File: config.mk
export PLATFORM = sky130hd
export DESIGN_NAME = falafel_alloc_req_fifo
export DESIGN_NICKNAME = d
export VERILOG_FILES = /design/src/rtl/falafel_pkg.sv /design/src/rtl/falafel_alloc_req_fifo_chk.sv /design/src/rtl/falafel_fifo_ptrs.sv /design/src/rtl/falafel_alloc_req_fifo.sv
export SDC_FILE = /design/constraint.sdc
export NUM_CORES = 1
export LEC_CHECK = 0
export CAP_MARGIN = 40
export CORE_MARGIN = 3
export CORE_UTILIZATION = 50
export CTS_BUF_LIST = sky130_fd_sc_hd__clkbuf_4 sky130_fd_sc_hd__clkbuf_8
export CTS_CLUSTER_SIZE = 20
export DETAILED_ROUTE_END_ITERATION = 12
export GPL_TIMING_DRIVEN = 1
export PLACE_DENSITY_LB_ADDON = 0.25
export SLEW_MARGIN = 10
export SYNTH_ARGS = -nofsm -noshare
export SYNTH_HDL_FRONTEND = slang
export SYNTH_SLANG_ARGS = --single-unit
export TNS_END_PERCENT = 50
File: constraint.sdc
create_clock -name clk_i -period 5.06 [get_ports clk_i]
set_input_delay 1.012 -clock clk_i [delete_from_list [all_inputs] [get_ports clk_i]]
set_output_delay 1.012 -clock clk_i [all_outputs]
set_load 0.02 [all_outputs]
File: src/rtl/falafel_pkg.sv
// Shared types and defaults for the falafel allocator request/free paths.
package falafel_pkg;

    localparam int unsigned WORD_SIZE        = 32;
    localparam int unsigned MSG_ID_SIZE      = 8;
    localparam int unsigned ALLOC_FIFO_DEPTH = 8;

    typedef logic [WORD_SIZE-1:0] word_t;

    // One buffered allocation request.
    typedef struct packed {
        word_t                  size;
        logic [MSG_ID_SIZE-1:0] id;
    } alloc_entry_t;

endpackage

File: src/rtl/falafel_alloc_req_fifo_chk.sv
// Simulation-only protocol checks for the allocation request FIFO.
module falafel_alloc_req_fifo_chk #(
    parameter int unsigned DEPTH  = 8,
    parameter int unsigned CNT_W  = 4,
    parameter int unsigned DATA_W = 40
) (
    input logic              clk,
    input logic              rst_n,
    input logic              push,
    input logic              full,
    input logic [CNT_W-1:0]  count,
    input logic              dout_val,
    input logic              dout_rdy,
    input logic [DATA_W-1:0] dout
);

    // A qualified push never lands on a full buffer.
    a_no_push_when_full : assert property (@(posedge clk) disable iff (!rst_n)
        !(push && full));

    // Occupancy never exceeds capacity.
    a_count_bound : assert property (@(posedge clk) disable iff (!rst_n)
        count <= CNT_W'(DEPTH));

    // A stalled head holds its value.
    a_head_stable : assert property (@(posedge clk) disable iff (!rst_n)
        (dout_val && !dout_rdy) |=> $stable(dout));

endmodule

File: src/rtl/falafel_fifo_ptrs.sv
// Wrap-bit read/write pointer pair with registered empty/full/count/almost-full.
// Flags are computed from the next-state pointers and registered, so they
// never depend combinationally on the push/pop qualifiers of the current cycle.
// The caller must qualify push with !full and pop with !empty.
module falafel_fifo_ptrs #(
    parameter int unsigned DEPTH        = 8,
    parameter int unsigned AFULL_THRESH = DEPTH - 2,
    localparam int unsigned IDX_W       = $clog2(DEPTH),
    localparam int unsigned PTR_W       = IDX_W + 1,
    localparam int unsigned CNT_W       = $clog2(DEPTH + 1)
) (
    input  logic             clk,
    input  logic             rst_n,
    input  logic             push,
    input  logic             pop,
    output logic [IDX_W-1:0] wr_idx,
    output logic [IDX_W-1:0] rd_idx_nxt,
    output logic             empty_nxt,
    output logic             empty,
    output logic             full,
    output logic             almost_full,
    output logic [CNT_W-1:0] count
);

    logic [PTR_W-1:0] wr_ptr_r;
    logic [PTR_W-1:0] rd_ptr_r;
    logic [PTR_W-1:0] wr_ptr_nxt_s;
    logic [PTR_W-1:0] rd_ptr_nxt_s;
    logic [CNT_W-1:0] count_nxt_s;
    logic             full_nxt_s;
    logic             empty_nxt_s;
    logic             afull_nxt_s;
    logic             empty_r;
    logic             full_r;
    logic             afull_r;
    logic [CNT_W-1:0] count_r;

    // Next-state pointers and the flag decodes of those next pointers.
    always_comb begin
        wr_ptr_nxt_s = wr_ptr_r;
        rd_ptr_nxt_s = rd_ptr_r;
        if (push) begin
            wr_ptr_nxt_s = wr_ptr_r + PTR_W'(1);
        end else begin
            wr_ptr_nxt_s = wr_ptr_r;
        end
        if (pop) begin
            rd_ptr_nxt_s = rd_ptr_r + PTR_W'(1);
        end else begin
            rd_ptr_nxt_s = rd_ptr_r;
        end
        empty_nxt_s = (wr_ptr_nxt_s == rd_ptr_nxt_s);
        full_nxt_s  = (wr_ptr_nxt_s[IDX_W-1:0] == rd_ptr_nxt_s[IDX_W-1:0]) &&
                      (wr_ptr_nxt_s[IDX_W] != rd_ptr_nxt_s[IDX_W]);
        count_nxt_s = CNT_W'(wr_ptr_nxt_s - rd_ptr_nxt_s);
        afull_nxt_s = (count_nxt_s >= CNT_W'(AFULL_THRESH));
    end

    // Pointer and flag registers.
    always_ff @(posedge clk or negedge rst_n) begin
        if (!rst_n) begin
            wr_ptr_r <= {PTR_W{1'b0}};
            rd_ptr_r <= {PTR_W{1'b0}};
            empty_r  <= 1'b1;
            full_r   <= 1'b0;
            afull_r  <= 1'b0;
            count_r  <= {CNT_W{1'b0}};
        end else begin
            wr_ptr_r <= wr_ptr_nxt_s;
            rd_ptr_r <= rd_ptr_nxt_s;
            empty_r  <= empty_nxt_s;
            full_r   <= full_nxt_s;
            afull_r  <= afull_nxt_s;
            count_r  <= count_nxt_s;
        end
    end

    assign wr_idx      = wr_ptr_r[IDX_W-1:0];
    assign rd_idx_nxt  = rd_ptr_nxt_s[IDX_W-1:0];
    assign empty_nxt   = empty_nxt_s;
    assign empty       = empty_r;
    assign full        = full_r;
    assign almost_full = afull_r;
    assign count       = count_r;

endmodule

File: src/rtl/falafel_alloc_req_fifo.sv
// Allocation request FIFO between the input arbiter (write/full) and the
// allocator core (first-word-fall-through valid/ready). Head data is held in
// a register loaded from the next-state head, giving one cycle write-to-dout
// latency and zeroed outputs while empty.
module falafel_alloc_req_fifo
    import falafel_pkg::*;
#(
    parameter int unsigned DEPTH        = ALLOC_FIFO_DEPTH,
    parameter int unsigned AFULL_THRESH = DEPTH - 2,
    localparam int unsigned CNT_W       = $clog2(DEPTH + 1),
    localparam int unsigned IDX_W       = $clog2(DEPTH)
) (
    input  logic                   clk_i,
    input  logic                   rst_ni,
    input  logic                   write_i,
    input  word_t                  din_size_i,
    input  logic [MSG_ID_SIZE-1:0] din_id_i,
    output logic                   full_o,
    output logic                   almost_full_o,
    output logic                   dout_val_o,
    input  logic                   dout_rdy_i,
    output word_t                  dout_size_o,
    output logic [MSG_ID_SIZE-1:0] dout_id_o,
    output logic [CNT_W-1:0]       count_o,
    output logic                   overflow_err_o
);

    alloc_entry_t     mem_r [DEPTH];
    alloc_entry_t     din_entry_s;
    alloc_entry_t     head_nxt_s;
    alloc_entry_t     head_r;
    logic             push_s;
    logic             pop_s;
    logic             full_s;
    logic             empty_s;
    logic             empty_nxt_s;
    logic             afull_s;
    logic [CNT_W-1:0] count_s;
    logic [IDX_W-1:0] wr_idx_s;
    logic [IDX_W-1:0] rd_idx_nxt_s;
    logic             overflow_r;

    assign din_entry_s = '{size: din_size_i, id: din_id_i};
    // Both qualifiers use registered state only, so a write while full is dropped
    // even if a pop frees a slot in the same cycle.
    assign push_s      = write_i && !full_s;
    assign pop_s       = !empty_s && dout_rdy_i;

    falafel_fifo_ptrs #(
        .DEPTH        (DEPTH),
        .AFULL_THRESH (AFULL_THRESH)
    ) u_ptrs (
        .clk         (clk_i),
        .rst_n       (rst_ni),
        .push        (push_s),
        .pop         (pop_s),
        .wr_idx      (wr_idx_s),
        .rd_idx_nxt  (rd_idx_nxt_s),
        .empty_nxt   (empty_nxt_s),
        .empty       (empty_s),
        .full        (full_s),
        .almost_full (afull_s),
        .count       (count_s)
    );

    // Entry storage; contents are deliberately left unreset.
    always_ff @(posedge clk_i) begin
        if (push_s) begin
            mem_r[wr_idx_s] <= din_entry_s;
        end
    end

    // Head value after this edge: zero when empty, the incoming entry when it
    // becomes the head, otherwise the stored entry at the next read index.
    always_comb begin
        head_nxt_s = '0;
        if (empty_nxt_s) begin
            head_nxt_s = '0;
        end else if (push_s && (wr_idx_s == rd_idx_nxt_s)) begin
            head_nxt_s = din_entry_s;
        end else begin
            head_nxt_s = mem_r[rd_idx_nxt_s];
        end
    end

    // Registered head data and sticky overflow flag.
    always_ff @(posedge clk_i or negedge rst_ni) begin
        if (!rst_ni) begin
            head_r     <= '0;
            overflow_r <= 1'b0;
        end else begin
            head_r <= head_nxt_s;
            if (write_i && full_s) begin
                overflow_r <= 1'b1;
            end else begin
                overflow_r <= overflow_r;
            end
        end
    end

    assign full_o         = full_s;
    assign almost_full_o  = afull_s;
    assign dout_val_o     = !empty_s;
    assign dout_size_o    = head_r.size;
    assign dout_id_o      = head_r.id;
    assign count_o        = count_s;
    assign overflow_err_o = overflow_r;

    falafel_alloc_req_fifo_chk #(
        .DEPTH  (DEPTH),
        .CNT_W  (CNT_W),
        .DATA_W ($bits(alloc_entry_t))
    ) u_chk (
        .clk      (clk_i),
        .rst_n    (rst_ni),
        .push     (push_s),
        .full     (full_s),
        .count    (count_s),
        .dout_val (dout_val_o),
        .dout_rdy (dout_rdy_i),
        .dout     (head_r)
    );

endmodule

== Word level (Yosys, flattened, before mapping) ==
Memories as Yosys holds them, arrays and structs flattened.
Cells that the tools add are included.
W data, S select, Z words.
Word-level totals
  bits in registers: 56
  latch bits: 0
  bits in writable memories: 320
  bits in read-only memories: 0
  bits of input ports: 44
  memories kept: 1
Operators by class
  add/sub/neg operators: 3
  multipliers: 0
  divide/modulo/power cells: 0
  order comparisons: 1
  equal/unequal tests: 4
  shift operators: 0
  multiplexer cells: 6
  bitwise logic cells: 0
  reductions and logical operators: 7
Memories
  mem_r: depth 8, bits a word 40, read ports 1, clocked after memory_dff 0, write ports 1, RTL line falafel_alloc_req_fifo.sv:28  | alloc_entry_t mem_r [DEPTH];
Operators with widths (number)
  $mux W40: 2
  $add A4 B1 Y4 const B: 2
  $mux W4: 2
  $eq A3 B3 Y1: 2
  $logic_and A1 B1 Y1: 5
  $eq A4 B4 Y1: 1
  $ge A4 B3 Y1 const B: 1
  $sub A4 B4 Y4: 1
  $logic_not A1 Y1: 2
  $mux W1: 2
  $ne A1 B1 Y1: 1

== Depth between registers and ports, before layout ==
Gate-level depths: netlist (run 1).
  depth in word-level cells: 7
  gate-level depth with buffers: 11
  gate-level depth less buffers: 9

== By module ==
From an unflattened synthesis (run 1), not the netlist that was laid out.
Second synthesis, totals
  cells, all modules: 674
  area total of the unflattened synthesis: 14430.1 µm²
By module, submodules not included
  falafel_alloc_req_fifo: times used 1, cells each 617, area each 13739.4 µm², seq. area each 10635.2 µm²
  falafel_fifo_ptrs: times used 1, cells each 57, area each 690.7 µm², seq. area each 376.6 µm²

== Worst setup path before layout (run 1) ==
OpenSTA, ideal clock, no wires.
  path kind: input to register
  from: input write_i
  to: memory mem_r[0][0] (netlist bit), enable pin
  setup time: 0.487 ns
  data arrival time: 4.114 ns
  setup slack: 0.459 ns
  stages: 3
  buffers on the path: 0
  cell sequence: nor2b_2 > nand2b_1 > nor3_1
Between the ends
  cells in the longest elaborated chain, start to end: 3
RTL lines
  from (decl): RTL line falafel_alloc_req_fifo.sv:15  | input logic write_i,
  $logic_and A1 B1 Y1: RTL line falafel_alloc_req_fifo.sv:46  | assign push_s = write_i && !full_s;
  $mux W1: RTL line falafel_alloc_req_fifo.sv:68  | if (push_s) begin
  $mux W1 (not written as such): RTL line falafel_alloc_req_fifo.sv:69  | mem_r[wr_idx_s] <= din_entry_s;
  to (decl): RTL line falafel_alloc_req_fifo.sv:28
No other way between the ends.

==> qor_table.md, run 1 <==
| Quantity | Value | Unit |
|:---|:---|:---|
| Gate count after technology mapping | 1041 | - |
| Design Area, Final | 17500 | um^2 |
| Root Buffer Master | sky130_fd_sc_hd__clkbuf_8 | - |
| Clock transition at the registers of the reported paths | 0.06 | ns |
| Highest cell delay on the worst timing path | 0.66 | ns |
| Max Freq | 315 | MHz |
| Number of synthesis warnings | 0 | - |
| Tightest Pin Transition | 0.940 | ns |
| Final critical-path share of the clock period | 62.7 | % |
| Top delay family on crit path | simple AND/OR/NAND/NOR gates | - |
| Post-layout util | 60.5 | % |
| Total Routing Usage GR | 22.1 | % |
| Crit Reg-Reg Endpoint | dout_size_o[0] | - |
| Worst-path cell chain | clkdlybuf4s50_1, nor2b_2, mux2_2, ha_1, and4_2, buf_12, a21oi_2 | - |
| Number of clock buffers inserted by TritonCTS | 60 | - |
| Port-buffer cells | 91 | - |
| Leakage power | 0.00619 | uW |
| Final Skew | 0.0169 | ns |
| Area enclosed by the die boundary | 31700 | um^2 |
| Die Y | 178 | um |
| Number of nets produced by synthesis | 1090 | - |
| Overall overflow remaining after global route | 0 | - |
| CP startpoint | write_i | - |
| Detailed-route vias per instance | 5.62 | - |
| Total power after layout | 11900 | uW |
| Via count of the first global-routing pass | 9064 | - |
| Worst setup EP type | flip-flop | - |
| Post-synth design cell area | 14800 | um^2 |
| Min Tclk post-route | 3.17 | ns |
| Tightest slew margin relative to the limit | 37.4 | % |
| Run status | completed | - |
| Sw Share | 37.1 | % |
| Max Buffers Root-to-Sink | 3 | - |
| Number of synthesized flops with an enable pin | 320 | - |
| Register share of total power | 36.1 | % |
| Number of buffers inserted by hold repair at cts | 0 | - |
| Pin count of the biggest net entering global routing | 160 | - |
| Layout cell share with drive strength beyond 1 | 16.3 | % |
| Sw power | 4420 | uW |
| Setup-failing EPs final | 0 | - |
| Crit start category | input pin | - |
| Number of antenna violations at the first check in global routing | 1 | - |
| Aggregate negative setup slack | 0 | ns |
| Most common library cell in the layout ignoring fill and taps | sky130_fd_sc_hd__edfxtp_1 | - |
| Via count of the routed design | 8953 | - |
| Post-synthesis cell type count | 46 | - |
| Most frequent cells in the layout | 320 x sky130_fd_sc_hd__edfxtp_1, 281 x sky130_fd_sc_hd__nand2_1, 90 x sky130_fd_sc_hd__clkdlybuf4s50_1 | - |
| Post-route ant nets | 0 | - |
| Floorplan core area | 28900 | um^2 |
| Top_reg_cell synth | sky130_fd_sc_hd__edfxtp_1 | - |
| RSZ-0062 raised after global routing | no | - |
| Worst reg-to-reg setup slack | 2.00 | ns |
| Starting density of the core | 51.1 | % |
| Cell internal power dissipation | 7490 | uW |
| Average routed wire per standard cell | 21.5 | um |
| Number of DRC violations after detailed routing | 0 | - |
| Critical register-to-register path startpoint | u_ptrs.rd_ptr_r[0] | - |
| Synth async-reset ratio | 14.9 | % |
| Iteration-0 DRC count of the detailed router | 840 | - |
| Relative contribution of combinational cells to total power | 40.8 | % |
| Global-route wire length before repair | 53000 | um |
| Number of placement rows | 62 | - |
| Required @ worst endpoint | 5.53 | ns |
| Number of pins exceeding their max-slew limit in the final report | 0 | - |
| Max-cap check violation count | 0 | - |
| CTS sink count | 376 | - |
| TritonCTS clock tree | built | - |
| Worst vdd rail ir drop | 0.579 | mV |
| Largest fanout on the critical path | 27 | - |
| Area growth from synthesis to layout | 18.4 | % |
| Cell area after placement | 16200 | um^2 |
| Count of antenna diodes in the layout | 0 | - |
| Post-CTS Resized | 0 | - |
| Pwr/cell area | 680 | nW/um^2 |
| Gp weighted congestion | 0.804 | - |
| Part of the Yosys area used for sequential elements | 74.5 | % |
| Aggregate routed wire length | 34300 | um |
| Ports | 92 | - |
| Insertion delay to the later sink of the worst-skew pair | 0.59 | ns |
| First-pass iteration count of the detailed router | 5 | - |
| Cell with the largest stage delay on the worst path | sky130_fd_sc_hd__and4_2 | - |
| Clk pwr share | 23.2 | % |
| Die Wd | 178 | um |
| Worst setup path class | input pin to flip-flop | - |
| R2R cell count | 8 | - |
| Final #Nets | 1207 | - |
| Seq cells post-synth | 376 | - |
| Arrival time at the worst endpoint | 3.64 | ns |
| Worst path buffer plus inverter count | 2 | - |
| DP HPWL | 17900 | um |
| CTS HTree Levels | 2 | - |
| Type of the worst min-delay path | input pin to asynchronous set/reset pin | - |
| Syn_area_per_cell | 14.2 | um^2 |
| Hold violation count in the final report | 0 | - |
| Post-CTS setup buffers | 0 | - |
[power groups by stage]
stage                     Sequential, uW  Clock [uW]  Combinational [uW]
after floorplan                     4510           0                3160
after global placement              4350           0                4730
after detailed placement            4350           0                4890
after CTS                           4290        2800                4900
after global routing                4340        2950                5330
final                               4290        2760                4860
[logic make-up (layout without fill, tap and decap cells)]
| logic type | Yosys count | count (layout) | share of synthesized area [%] |
|---|---|---|---|
| and+or+nand+nor | 431 | 431 | 12.8 |
| adders and majority gates | 6 | 6 | 0.541 |
| buffers and inverters | 77 | 244 | 2.92 |
| AOI/OAI and AO/OA | 96 | 96 | 5.46 |
| DFF | 376 | 376 | 74.5 |
| muxes | 41 | 41 | 2.81 |
| xor gates and xnor gates | 14 | 14 | 1.03 |
[per-stage QoR]
stage,worst slack (ns),cells,hold slack [ns]
finish,1.89,1592,0.453
global route,1.80,1592,0.455
CTS,1.91,1592,0.457
detailed placement,1.29,1480,0.445
global placement,1.16,1477,0.440
floorplan,0.459,1041,0.521
[layer usage]
layer,track usage [%],vias to the layer above,share of wire [%]
met4,5.69,2,1.8
met2,35.1,306,48
met3,4.19,54,6.6
met5,0,-,0.035
li1,-,4076,-
met1,31.9,4515,44
[sequential cells by signal, summed over array words and instances (netlist names)]
| signal | cells |
|---|---|
| u_ptrs.wr_ptr_r | 4 |
| dout_size_o | 32 |
| u_ptrs.full | 1 |
| u_ptrs.almost_full | 1 |
| mem_r | 320 |
| u_ptrs.rd_ptr_r | 4 |
| u_ptrs.count | 4 |
| u_ptrs.empty | 1 |
| overflow_err_o | 1 |
| dout_id_o | 8 |
[synth_stat cells (3+ instances only)]
cell type,number,area [um^2]
sky130_fd_sc_hd__edfxtp_1,320,9610
sky130_fd_sc_hd__nand2_1,281,1050
sky130_fd_sc_hd__nand3_1,84,420
sky130_fd_sc_hd__dfrtp_1,55,1380
sky130_fd_sc_hd__nand4_1,41,257
sky130_fd_sc_hd__a21oi_2,39,342
sky130_fd_sc_hd__a32oi_1,39,342
sky130_fd_sc_hd__mux2i_1,39,390
sky130_fd_sc_hd__buf_2,30,150
sky130_fd_sc_hd__clkbuf_1,17,63.8
sky130_fd_sc_hd__inv_1,12,45.0
sky130_fd_sc_hd__buf_4,10,75.1
sky130_fd_sc_hd__nor2_1,9,33.8
sky130_fd_sc_hd__nand2b_1,5,31.3
sky130_fd_sc_hd__xnor2_1,5,43.8
sky130_fd_sc_hd__xor2_1,5,43.8
sky130_fd_sc_hd__buf_8,4,60.1
sky130_fd_sc_hd__ha_1,4,50.1
sky130_fd_sc_hd__buf_6,3,33.8
sky130_fd_sc_hd__o21ai_0,3,15.0
[how the worst max path moves through the flow]
stage	to	slack [ns]	depth (start not counted)
floorplan	mem_r[0][0]	0.46	3
global placement	dout_size_o[17]	1.16	8
detailed placement	dout_id_o[1]	1.29	7
CTS	dout_id_o[1]	1.91	7
global route	dout_size_o[10]	1.80	7
finish	dout_id_o[1]	1.89	7
[layout make-up]
type / instances / area [um^2]
clock buffer: 96 / 1170
clock inverter: 16 / 151
fill: 2210 / 11400
inverter: 13 / 53.8
multi-input combinational: 588 / 3450
sequential: 376 / 11000
tap: 384 / 480
timing repair buffer: 119 / 1200
Power figures use the tool's default switching activity.
==> run 2, diff against run 1 <==
Clock period 5.06 ns to 3.3 ns, I/O delays scaled along.
==> qor_table.md, run 2 (synthesis gave the netlist of run 1 again) <==
| Quantity | Value | Unit |
|:---|:---|:---|
| Run status | completed | - |
| TritonCTS clock tree | built | - |
| Tightest slew margin relative to the limit | 54.2 | % |
| Post-route ant nets | 0 | - |
| Post-CTS setup buffers | 0 | - |
| Cell occurring most often along the worst timing path | sky130_fd_sc_hd__ha_1 | - |
| Hold violation count in the final report | 0 | - |
| Starting density of the core | 51.1 | % |
| Required @ worst endpoint | 3.77 | ns |
| RSZ-0062 raised after global routing | no | - |
| Insertion delay to the later sink of the worst-skew pair | 0.60 | ns |
| Count of antenna diodes in the layout | 0 | - |
| Pin count of the biggest net entering global routing | 89 | - |
| Leakage power | 0.00617 | uW |
| Via count of the first global-routing pass | 8980 | - |
| R2R cell count | 7 | - |
| Number of clock buffers inserted by TritonCTS | 58 | - |
| Via count of the routed design | 8949 | - |
| Clock transition at the registers of the reported paths | 0.06 | ns |
| Die Wd | 178 | um |
| Worst-path cell chain | ha_1, mux2i_2, ha_1, a21oi_1, maj3_1, xnor2_1, a21o_1 | - |
| Max Freq | 383 | MHz |
| Worst reg-to-reg setup slack | 0.69 | ns |
| Number of flip-flops in the largest register | 320 | - |
| Highest cell delay on the worst timing path | 0.63 | ns |
| Global-route wire length before repair | 51300 | um |
| Min Tclk post-route | 2.61 | ns |
| Largest fanout on the critical path | 11 | - |
| Root Buffer Master | sky130_fd_sc_hd__clkbuf_8 | - |
| CTS HTree Levels | 2 | - |
| Final #Nets | 1212 | - |
| Floorplan core area | 28900 | um^2 |
| First-pass iteration count of the detailed router | 5 | - |
| Arrival time at the worst endpoint | 3.08 | ns |
| Iteration-0 DRC count of the detailed router | 756 | - |
| Multi-input combinational cell area | 3470 | um^2 |
| Setup-failing EPs final | 0 | - |
| Number of antenna violations at the first check in global routing | 1 | - |
| Cell area after placement | 16300 | um^2 |
| Post-CTS Resized | 0 | - |
| Final Skew | 0.0236 | ns |
| Worst path buffer plus inverter count | 0 | - |
| Most common library cell in the layout ignoring fill and taps | sky130_fd_sc_hd__edfxtp_1 | - |
| Area enclosed by the die boundary | 31700 | um^2 |
| Max Buffers Root-to-Sink | 3 | - |
| Tightest Pin Transition | 0.687 | ns |
| Gp weighted congestion | 0.809 | - |
| CTS sink count | 376 | - |
| Die Y | 178 | um |
| Number of pins exceeding their max-slew limit in the final report | 0 | - |
| Detailed-route vias per instance | 5.61 | - |
| Cell with the largest stage delay on the worst path | sky130_fd_sc_hd__dfrtp_1 | - |
| Crit Reg-Reg Endpoint | u_ptrs.almost_full | - |
| Final critical-path share of the clock period | 79.0 | % |
| Design Area, Final | 17500 | um^2 |
| Number of DRC violations after detailed routing | 0 | - |
| DP HPWL | 17700 | um |
| Total Routing Usage GR | 21.2 | % |
| Post-layout util | 60.5 | % |
| Worst path depth | 7 | - |
| Layout cell share with drive strength beyond 1 | 16.3 | % |
| Type of the worst min-delay path | input pin to asynchronous set/reset pin | - |
| Port-buffer cells | 91 | - |
| Register ranked first by flip-flop count | mem_r | - |
| Pwr/cell area | 1030 | nW/um^2 |
| Top delay family on crit path | adder cells | - |
| Max-cap check violation count | 0 | - |
| Worst setup path class | flip-flop to flip-flop | - |
| Worst vdd rail ir drop | 0.719 | mV |
| Most frequent cells in the layout | 320 x sky130_fd_sc_hd__edfxtp_1, 281 x sky130_fd_sc_hd__nand2_1, 90 x sky130_fd_sc_hd__clkdlybuf4s50_1 | - |
| Critical register-to-register path startpoint | u_ptrs.rd_ptr_r[0] | - |
| Number of placement rows | 62 | - |
| Number of buffers inserted by hold repair at cts | 0 | - |
| Overall overflow remaining after global route | 0 | - |
| Register area | 11000 | um^2 |
| Aggregate routed wire length | 33000 | um |
| Worst setup EP type | flip-flop | - |
| Average routed wire per standard cell | 20.7 | um |
| Ports | 92 | - |
| Total power after layout | 18100 | uW |
| Crit start category | flip-flop | - |
| Number of fillers in the final layout | 2211 | - |
| Area growth from synthesis to layout | 18.5 | % |
[run 2: cell count changes in the layout (fill, tap and decap cells not counted), sizes merged]
cell      before  now
buf           29   36
clkbuf        96   90
clkinvlp       0    3
bufinv         3    1
clkinv        12   14
[run 2: cell type report]
| cell class | count | share of cell area, % |
|---|---|---|
| well taps | 384 | 2.74 |
| flip-flops and latches | 376 | 62.9 |
| multi-input cells | 588 | 19.8 |
| clock inverters | 19 | 0.678 |
| inverters | 13 | 0.307 |
| clock buffers | 90 | 6.11 |
| repair buffers | 126 | 7.53 |
[run 2: worst max-delay path by stage]
stage | startpoint | end | slack (ns)
floorplan | write_i | dout_size_o[10] | -0.54
global placement | write_i | u_ptrs.almost_full | 0.25
detailed placement | write_i | u_ptrs.almost_full | 0.19
CTS | u_ptrs.rd_ptr_r[0] | u_ptrs.almost_full | 0.69
global route | u_ptrs.rd_ptr_r[0] | u_ptrs.almost_full | 0.53
finish | u_ptrs.rd_ptr_r[0] | u_ptrs.almost_full | 0.69
[run 2: layer usage]
layer,GRT usage (%),up-vias,routed length (um)
li1,-,4078,-
met1,29.5,4526,14500
met2,34.2,278,15900
met3,3.92,65,1920
met4,6.25,2,770
met5,0,-,9
[run 2: power breakdown]
group	total (uW)	leakage [uW]	internal, uW	switching, uW
clock network	3880	0.000628	2140	1740
logic	7610	0.00199	2950	4670
registers	6570	0.00355	6210	367
total	18100	0.00617	11300	6770
[run 2: stage by stage]
| stage | worst slack (ns) | TNS (ns) | instances | hold WS (ns) |
|---|---|---|---|---|
| after floorplan | -0.540 | -22.41 | 1041 | 0.364 |
| after global placement | 0.250 | 0 | 1487 | 0.436 |
| after detailed placement | 0.189 | 0 | 1487 | 0.445 |
| after CTS | 0.694 | 0 | 1596 | 0.0727 |
| after global routing | 0.531 | 0 | 1596 | 0.0869 |
| final | 0.692 | 0 | 1596 | 0.0905 |
